## src/rtl/nmi_arb_if.sv

```systemverilog
`default_nettype none
// ============================================================================
// Module      : nmi_if
// Description : Native memory interface bundle shared by the NMI masters,
//               the arbiter and the downstream peripheral decoder.
//               Signals: valid, addr[31:0], wdata[31:0], wstrb[3:0] flow from
//               master to slave; ready and rdata[31:0] flow back.
//               modport master : drives the request, receives the response.
//               modport slave  : receives the request, drives the response.
// Revision    : 1.0 - initial release
// ============================================================================
interface nmi_if;
  logic        valid;
  logic [31:0] addr;
  logic [31:0] wdata;
  logic [3:0]  wstrb;
  logic        ready;
  logic [31:0] rdata;

  modport master (output valid, addr, wdata, wstrb, input ready, rdata);
  modport slave  (input valid, addr, wdata, wstrb, output ready, rdata);
endinterface
`default_nettype wire

```

## src/rtl/nmi_arb.sv

```systemverilog
`default_nettype none
// ============================================================================
// Module      : nmi_arb
// Description : Two-master round-robin arbiter for the NMI bus. One
//               transaction is in flight at a time; the master served last
//               gets the lower priority when both request together.
// Ports       : clk_i     - clock, rising edge
//               rst_i     - asynchronous active-high reset
//               m0        - master 0 (CPU), nmi_if.slave
//               m1        - master 1 (DMA), nmi_if.slave
//               s         - downstream port, nmi_if.master
//               gnt_o     - one-hot grant (bit0=m0, bit1=m1), 00 when idle
//               err_clr_i - pulse clearing err_o
//               err_o     - sticky timeout flag
// Options     : `define NMI_ARB_TIMEOUT_EN to build in the transaction
//               timeout (TIMEOUT_CYC cycles). Without it err_o is tied low
//               and a transaction may wait for s.ready indefinitely.
// Revision    : 1.0 - initial release
// ============================================================================
module nmi_arb #(
  parameter int TIMEOUT_CYC = 256
) (
  input  logic       clk_i,
  input  logic       rst_i,
  nmi_if.slave       m0,
  nmi_if.slave       m1,
  nmi_if.master      s,
  output logic [1:0] gnt_o,
  input  logic       err_clr_i,
  output logic       err_o
);

  typedef enum logic [0:0] {
    ST_IDLE = 1'b0,
    ST_BUSY = 1'b1
  } state_t;

  localparam logic [31:0] TMO_RDATA = 32'hDEAD_BEEF;

  state_t      state_q, state_d;
  logic [1:0]  gnt_q, gnt_d;
  logic        rr_q, rr_d;      // 0: m0 wins a tie, 1: m1 wins a tie

  logic        busy;
  logic        g_valid;
  logic [31:0] g_addr;
  logic [31:0] g_wdata;
  logic [3:0]  g_wstrb;
  logic [31:0] g_rdata;
  logic        g_ready;
  logic        done;
  logic        abort;
  logic        tmo_hit;

`ifdef NMI_ARB_TIMEOUT_EN
  localparam int              CNT_W    = (TIMEOUT_CYC > 1) ? $clog2(TIMEOUT_CYC) : 1;
  localparam logic [CNT_W-1:0] CNT_LAST = CNT_W'(TIMEOUT_CYC - 1);

  logic [CNT_W-1:0] cnt_q, cnt_d;
  logic             err_q, err_d;

  // A slave answering in the last allowed cycle still completes normally.
  assign tmo_hit = busy && g_valid && !s.ready && (cnt_q == CNT_LAST);
  assign err_o   = err_q;
`else
  logic unused_cfg;
  localparam int unused_tmo_cyc = TIMEOUT_CYC;

  assign unused_cfg = err_clr_i;
  assign tmo_hit    = 1'b0;
  assign err_o      = 1'b0;
`endif

  assign busy = (state_q == ST_BUSY);

  // Request mux; gnt_q is zero in IDLE so every consumer is also gated by busy.
  assign g_valid = gnt_q[1] ? m1.valid : m0.valid;
  assign g_addr  = gnt_q[1] ? m1.addr  : m0.addr;
  assign g_wdata = gnt_q[1] ? m1.wdata : m0.wdata;
  assign g_wstrb = gnt_q[1] ? m1.wstrb : m0.wstrb;

  // Valid dropped by the granted master ends the transaction without a
  // completion, even if the slave happens to raise ready in that cycle.
  assign abort = busy && !g_valid;
  assign done  = busy && g_valid && s.ready;

  assign s.valid = busy && g_valid && !tmo_hit;
  assign s.addr  = busy ? g_addr  : 32'h0;
  assign s.wdata = busy ? g_wdata : 32'h0;
  assign s.wstrb = busy ? g_wstrb : 4'h0;

  assign g_ready = done || tmo_hit;
  assign g_rdata = tmo_hit ? TMO_RDATA : s.rdata;

  assign m0.ready = gnt_q[0] && g_ready;
  assign m0.rdata = gnt_q[0] ? g_rdata : 32'h0;
  assign m1.ready = gnt_q[1] && g_ready;
  assign m1.rdata = gnt_q[1] ? g_rdata : 32'h0;

  assign gnt_o = gnt_q;

  always_comb begin
    state_d = state_q;
    gnt_d   = gnt_q;
    rr_d    = rr_q;

    case (state_q)
      ST_IDLE: begin
        if (m0.valid || m1.valid) begin
          state_d = ST_BUSY;
          if (m0.valid && m1.valid) begin
            gnt_d = rr_q ? 2'b10 : 2'b01;
          end else if (m1.valid) begin
            gnt_d = 2'b10;
          end else begin
            gnt_d = 2'b01;
          end
        end
      end
      ST_BUSY: begin
        if (abort) begin
          state_d = ST_IDLE;
          gnt_d   = 2'b00;
        end else if (done || tmo_hit) begin
          state_d = ST_IDLE;
          gnt_d   = 2'b00;
          // Served master drops to lowest priority: point at the other one.
          rr_d    = gnt_q[0];
        end
      end
      default: begin
        state_d = ST_IDLE;
        gnt_d   = 2'b00;
      end
    endcase

`ifdef NMI_ARB_TIMEOUT_EN
    cnt_d = cnt_q;
    if (!busy) begin
      cnt_d = '0;
    end else if (!s.ready && !tmo_hit) begin
      cnt_d = cnt_q + 1'b1;
    end

    // Set takes precedence over a coincident clear.
    err_d = err_q;
    if (err_clr_i) begin
      err_d = 1'b0;
    end
    if (tmo_hit) begin
      err_d = 1'b1;
    end
`endif
  end

  always_ff @(posedge clk_i or posedge rst_i) begin
    if (rst_i) begin
      state_q <= ST_IDLE;
      gnt_q   <= 2'b00;
      rr_q    <= 1'b0;
`ifdef NMI_ARB_TIMEOUT_EN
      cnt_q   <= '0;
      err_q   <= 1'b0;
`endif
    end else begin
      state_q <= state_d;
      gnt_q   <= gnt_d;
      rr_q    <= rr_d;
`ifdef NMI_ARB_TIMEOUT_EN
      cnt_q   <= cnt_d;
      err_q   <= err_d;
`endif
    end
  end

endmodule
`default_nettype wire

```

## src/flat_wrapper.sv

```systemverilog
// flat-port wrapper written by rule: the top's interface ports become plain ports
module nmi_arb_flat 
#(
  parameter int TIMEOUT_CYC = 256
)
  (clk_i, rst_i, gnt_o, err_clr_i, err_o, m0_valid, m0_addr, m0_wdata, m0_wstrb, m0_ready, m0_rdata, m1_valid, m1_addr, m1_wdata, m1_wstrb, m1_ready, m1_rdata, s_valid, s_addr, s_wdata, s_wstrb, s_ready, s_rdata);
  nmi_if m0_i ();
  nmi_if m1_i ();
  nmi_if s_i ();
  input  logic clk_i;
  input  logic rst_i;
  output logic [1:0] gnt_o;
  input  logic err_clr_i;
  output logic err_o;
  input wire logic [$bits(m0_i.valid)-1:0] m0_valid;
  input wire logic [$bits(m0_i.addr)-1:0] m0_addr;
  input wire logic [$bits(m0_i.wdata)-1:0] m0_wdata;
  input wire logic [$bits(m0_i.wstrb)-1:0] m0_wstrb;
  output wire logic [$bits(m0_i.ready)-1:0] m0_ready;
  output wire logic [$bits(m0_i.rdata)-1:0] m0_rdata;
  input wire logic [$bits(m1_i.valid)-1:0] m1_valid;
  input wire logic [$bits(m1_i.addr)-1:0] m1_addr;
  input wire logic [$bits(m1_i.wdata)-1:0] m1_wdata;
  input wire logic [$bits(m1_i.wstrb)-1:0] m1_wstrb;
  output wire logic [$bits(m1_i.ready)-1:0] m1_ready;
  output wire logic [$bits(m1_i.rdata)-1:0] m1_rdata;
  output wire logic [$bits(s_i.valid)-1:0] s_valid;
  output wire logic [$bits(s_i.addr)-1:0] s_addr;
  output wire logic [$bits(s_i.wdata)-1:0] s_wdata;
  output wire logic [$bits(s_i.wstrb)-1:0] s_wstrb;
  input wire logic [$bits(s_i.ready)-1:0] s_ready;
  input wire logic [$bits(s_i.rdata)-1:0] s_rdata;
  assign m0_i.valid = m0_valid;
  assign m0_i.addr = m0_addr;
  assign m0_i.wdata = m0_wdata;
  assign m0_i.wstrb = m0_wstrb;
  assign m0_ready = m0_i.ready;
  assign m0_rdata = m0_i.rdata;
  assign m1_i.valid = m1_valid;
  assign m1_i.addr = m1_addr;
  assign m1_i.wdata = m1_wdata;
  assign m1_i.wstrb = m1_wstrb;
  assign m1_ready = m1_i.ready;
  assign m1_rdata = m1_i.rdata;
  assign s_valid = s_i.valid;
  assign s_addr = s_i.addr;
  assign s_wdata = s_i.wdata;
  assign s_wstrb = s_i.wstrb;
  assign s_i.ready = s_ready;
  assign s_i.rdata = s_rdata;
  nmi_arb #(.TIMEOUT_CYC(TIMEOUT_CYC)) u_core (.clk_i(clk_i), .rst_i(rst_i), .m0(m0_i), .m1(m1_i), .s(s_i), .gnt_o(gnt_o), .err_clr_i(err_clr_i), .err_o(err_o));
endmodule
```

## config.mk

```make
export PLATFORM = sky130hd
export DESIGN_NAME = nmi_arb_flat
export DESIGN_NICKNAME = d
export VERILOG_FILES = /design/src/rtl/nmi_arb_if.sv /design/src/rtl/nmi_arb.sv /design/src/flat_wrapper.sv
export SDC_FILE = /design/constraint.sdc
export NUM_CORES = 1
export LEC_CHECK = 0
export ABC_AREA = 1
export ABC_CLOCK_PERIOD_IN_PS = 2400
export BUFFER_PORTS_ARGS = -buffer_cell sky130_fd_sc_hd__buf_4
export CORE_AREA = 5 5 116 118
export DETAILED_ROUTE_END_ITERATION = 6
export DIE_AREA = 0 0 121 123
export PLACE_DENSITY = 0.59
export SYNTH_ARGS = -nofsm -noshare
export SYNTH_HDL_FRONTEND = slang
export SYNTH_SLANG_ARGS = --single-unit
```

## constraint.sdc

```tcl
create_clock -name clk_i -period 2.4 [get_ports clk_i]
set_input_delay 0.12 -clock clk_i [delete_from_list [all_inputs] [get_ports clk_i]]
set_output_delay 0.12 -clock clk_i [all_outputs]
set_load 0.02 [all_outputs]
```

# --- Word-level counts from Yosys, hierarchy flattened ---
# Cells that the tools add are included.
word_totals:
  regBits: 4
  input_bits: 174
  out_inout_bits: 138
  wordCells: 37
classes:
  eq_ne: 2
  muxes: 20
  bitwise_logic: 2
  n_reduce_logical: 10
op_table:
  columns: ["op", "n"]
  rows:
  - ["two-way mux 32 bit", 6]
  - ["two-way mux 2 bit", 6]
  - ["two-way mux 4 bit", 2]
  - ["logical AND 1 bit", 6]
  - ["two-way mux 1 bit", 4]
  - ["one-hot mux 2 bit (2 select lines)", 1]
  - ["!= test 3 bit (second input constant)", 1]
  - ["AND reduction 3 bit", 1]
  - ["!= test 2 x 1 -> 1 bit (second input constant)", 1]
  - ["inverter 1 bit", 2]
  - ["one-hot mux 1 bit (2 select lines)", 1]
  - ["AND reduction 2 bit", 1]
  - ["zero test 1 bit", 1]
  - ["logical OR 1 bit", 1]

# --- Longest topological paths before layout ---
logic_depth:
  ltp_word: 6
  depth_mapped: 8
  ltp_nobuf: 7

# --- Worst setup path after synthesis ---
# OpenSTA, ideal clock, no wires.
synth_path:
  path_type: "register to output"
  startpoint: "register u_core.gnt_q[1], in the netlist u_core.gnt_o[1]"
  endpoint: "output port m1_ready"
  t_arrival_ns: 1.355
  required_ns: 2.280
  slack_ns: 0.925
  path_stages_with_launch: 8
  n_path_buf: 1
  path_cell_list: "dfrtp_1 > buf_6 > inv_4 > nand2_2 > nand2_2 > nor2_4 > nand2_1 > nor2_1"
synth_via:
  elab_chain_len: 4
synth_rtl:
  columns: ["element", "line", "source"]
  rows:
  - ["start: declaration", "nmi_arb.sv:41", "logic [1:0] gnt_q, gnt_d;"]
  - ["start signal: assignment", "nmi_arb.sv:167", "gnt_q <= gnt_d;"]
  - ["two-way mux 1 bit", "nmi_arb.sv:77", "assign g_valid = gnt_q[1] ? m1.valid : m0.valid;"]
  - ["logical AND 1 bit", null, null]
  - ["net s_valid", "flat_wrapper.sv:27", "output wire logic [$bits(s_i.valid)-1:0] s_valid;"]
  - ["logical AND 1 bit", "nmi_arb.sv:85", "assign done = busy && g_valid && s.ready;"]
  - ["logical AND 1 bit", "nmi_arb.sv:97", "assign m1.ready = gnt_q[1] && g_ready;"]
  - ["end: declaration", "flat_wrapper.sv:25", "output wire logic [$bits(m1_i.ready)-1:0] m1_ready;"]
# The timed path passes the listed nets, and every way through them passes these cells.

# --- Worst setup path after layout ---
layout_path:
  startpoint: "register u_core.gnt_q[1], in the netlist u_core.gnt_o[1]"
  endpoint: "output port m1_rdata[21]"
layout_via:
  elab_chain_len: 1
layout_rtl:
  columns: ["element", "line", "source"]
  rows:
  - ["two-way mux 32 bit", "nmi_arb.sv:98", "assign m1.rdata = gnt_q[1] ? g_rdata : 32'h0;"]
  - ["end: declaration", "flat_wrapper.sv:26", "output wire logic [$bits(m1_i.rdata)-1:0] m1_rdata;"]
# Every way passes these cells.

==> summary.md <==
| Metric | Value |
|---|---|
| Number of antenna diodes | `0` |
| Largest fanout on the critical path | `47` |
| Maximum number of pins on one net before global-route repair | `48` |
| GP Congestion | `around 0.82` |
| Power Dens Cells | `between 1000 and 1500 nW/um^2` |
| Fraction of power consumed by sequential logic | `0.028` |
| Row Count | `around 40` |
| Total Nets Final | `863` |
| Fraction of the cycle the final worst path needs | `0.711` |
| Worst-case setup slack after placement | `0.918 ns` |
| YS warnings | `0` |
| Global route overflow | `0` |
| Chip Height | `123 um` |
| H-tree levels | `1` |
| Total wire length after detailed routing | `~11000 um` |
| Number of port buffers | `309` |
| Comb pwr share | `0.915` |
| Final hold viol count | `0` |
| Fmax | `~590 MHz` |
| Vias after detailed routing | `approximately 3300` |
| Static power due to leakage | `roughly 2.8 nW` |
| Setup repair after global routing missed its margin | `no` |
| Relative area change from synthesis to final layout | `148%` |
| Cell Count Post-Placement | `around 860` |
| Antenna-violating nets left | `0` |
| Multi-input combinational cell area | `1190 um^2` |
| Smallest setup slack after layout | `between 0.6 and 0.7 ns` |
| Clock share of power | `0.057` |
| Cell taking the most area after synthesis | `nor2_1` |
| Finished Core Util | `0.345` |
| Final setup violation count | `0` |
| Switching portion of total power | `0.574` |
| # Max-Cap Violations | `0` |
| Seq/Total Area, Yosys | `0.0581` |
| Register Area | `roughly 100 um^2` |
| Cells after Synth | `between 300 and 400` |
| Switching component of the power | `about 2.6 mW` |
| Share of flip-flops with an asynchronous set or reset after synthesis | `1.00` |
| Peak VDD IR | `0.000519 V` |
| WL per Instance | `~12 um` |
| Run status | `complete, no violations` |
| Violation count after the first detailed-routing iteration | `about 130` |
| Number of I/O pins | `312` |
| Final Non-Filler Cells | `859` |
| Fin crit period | `around 1.7 ns` |
| Average size of a mapped cell | `4.38 um^2` |
| TritonCTS clock tree | `built` |
| Share of Yosys cell area claimed by the top area cell type | `0.298` |
| Syn Std Cell Area | `around 1700 um^2` |
| Total negative slack for setup checks | `0 ns` |
| Top cell types by occurrence after synthesis | `nor2_1, nand2_1, inv_1, o21ai_0, buf_2` |
| Most used flip-flop cell after synthesis | `dfrtp_1` |
| Initial antenna violation count | `0` |
| Initial cell density of the core | `0.139` |
| Cell-internal power | `1.92 mW` |
| Global-route wire length before repair | `around 15000 um` |
| Resized Gates After CTS | `0` |
| Total global-route track usage | `0.123` |
| Worst skew pair latency | `between 0.2 and 0.25 ns` |
| Sink Count | `4` |
| Final setup skew | `about 0.00048 ns` |
| Layout filler cell count | `1407` |
| Via count of the first global-routing pass | `3109` |
| Arrival time worst endpoint | `~1.6 ns` |
| Ratio of routed vias to standard cells | `between 3 and 4` |
| Most numerous cell in the Yosys netlist | `nor2_1` |
| Share of post-route cells with drive strength above 1 | `0.479` |
| Drt first pass iters | `4` |
| Endpoint required time on the critical path | `2.28 ns` |
| Count of flip-flops with a built-in enable after synthesis | `0` |
| Area contributors post-synth | `nor2_1, o21ai_0, nand2_1` |
| Total CTS buffers | `3` |
| Distinct cell type count of the synthesized netlist | `17` |
| Worst-case clock buffer depth | `2` |
| CP Launch Type | `flip-flop` |
| Seq cells post-synth | `4` |
| Total die area | `roughly 15000 um^2` |
| Kind of critical path | `reg2out` |
| Root buf cell | `clkbuf_16` |
| Number of slew-limit violations in the final report | `0` |
| Type of the worst min-delay path | `in2reg` |
| HPWL after detailed placement | `around 8800 um` |
| Number of DRC violations after detailed routing | `0` |
| Width of the chip | `121 um` |
| Clock edge transition at the registers on the reported setup and hold paths | `~0.03 ns` |
| Capturing element type of the critical path | `output pin` |
| Core area | `about 12000 um^2` |
| Post-synthesis net count | `between 500 and 600` |
## critical path, stage by stage (launching register included)
cell     delay [ns]
dfrtp_2        0.38
buf_4          0.39
buf_4          0.29
nand2_1        0.07
inv_1          0.07
buf_4          0.14
## metal layers
metal,up-vias,part of all wire,track usage
li1,1745,-,-
met1,1359,0.37,0.137
met2,182,0.50,0.223
met3,6,0.13,0.0480
met4,0,0.0073,0.0220
met5,-,0,0
## path summary, 6_finish.rpt
kind | from | to | slack [ns] | cells after the start
max | u_core.gnt_o[1] | m1_rdata[21] | 0.69 | 5
min | m1_valid | u_core.gnt_o[1] | 0.19 | 3
max reg2reg | u_core.gnt_o[1] | u_core.gnt_o[1] | 1.09 | 6
min reg2reg | u_core.rr_q | u_core.rr_q | 0.50 | 2
max in group asynchronous | rst_i | u_core.gnt_o[1] | 1.88 | 3
min in group asynchronous | rst_i | u_core.gnt_o[0] | 0.35 | 3
## layout make-up
| class | count | area share |
|---|---|---|
| Clock buffer | 3 | 0.0176 |
| Inverter | 71 | 0.0630 |
| Multi-Input combinational cell | 288 | 0.280 |
| Sequential cell | 4 | 0.0240 |
| Tap cell | 172 | 0.0504 |
| Timing Repair Buffer | 321 | 0.565 |
## repair_timing
item	4_1_cts	5_1_grt
hold buffers	1	0
setup buffers	0	0
hold endpoints to repair	4	0
## power groups by stage
stage | logic, mW | clock network (mW) | registers, mW
global route | 4.51 | 0.266 | 0.132
detailed placement | 4.19 | 0 | 0.128
CTS | 4.20 | 0.261 | 0.127
finish | 4.13 | 0.257 | 0.125
floorplan | 2.36 | 0 | 0.150
global placement | 4.20 | 0 | 0.127
## logic make-up after synthesis
| family | count (synthesis) | synth area share |
|---|---|---|
| AO/OA/AOI/OAI | 72 | 0.213 |
| buffers and inverters | 101 | 0.248 |
| flip-flops | 4 | 0.0581 |
| other | 1 | 0.00218 |
| AND/OR/NAND/NOR | 215 | 0.479 |
## cell usage in the layout (no fill, tap or decap), types with 2 or more instances in the layout
master,n
dfrtp_1,2
inv_1,70
nand2_2,2
buf_4,320
dfrtp_2,2
nor2_1,137
nand3_1,4
clkbuf_16,3
o21ai_0,70
nand2_1,71
## registers in the layout, indices dropped and copies added (netlist names)
name,count
u_core.busy,1
u_core.gnt_o,2
u_core.rr_q,1
## through the flow
| step | power (mW) | hold slack, ns | cell area, um^2 |
|---|---|---|---|
| finish | 4.51 | 0.190 | 4270 |
| global route | 4.91 | 0.209 | 4270 |
| CTS | 4.59 | 0.192 | 4270 |
| detailed placement | 4.31 | 0.0216 | 4180 |
| global placement | 4.32 | 0.0195 | 4180 |
| floorplan | 2.51 | -0.114 | 1720 |
Note: power is estimated with default switching activity, not from simulation.
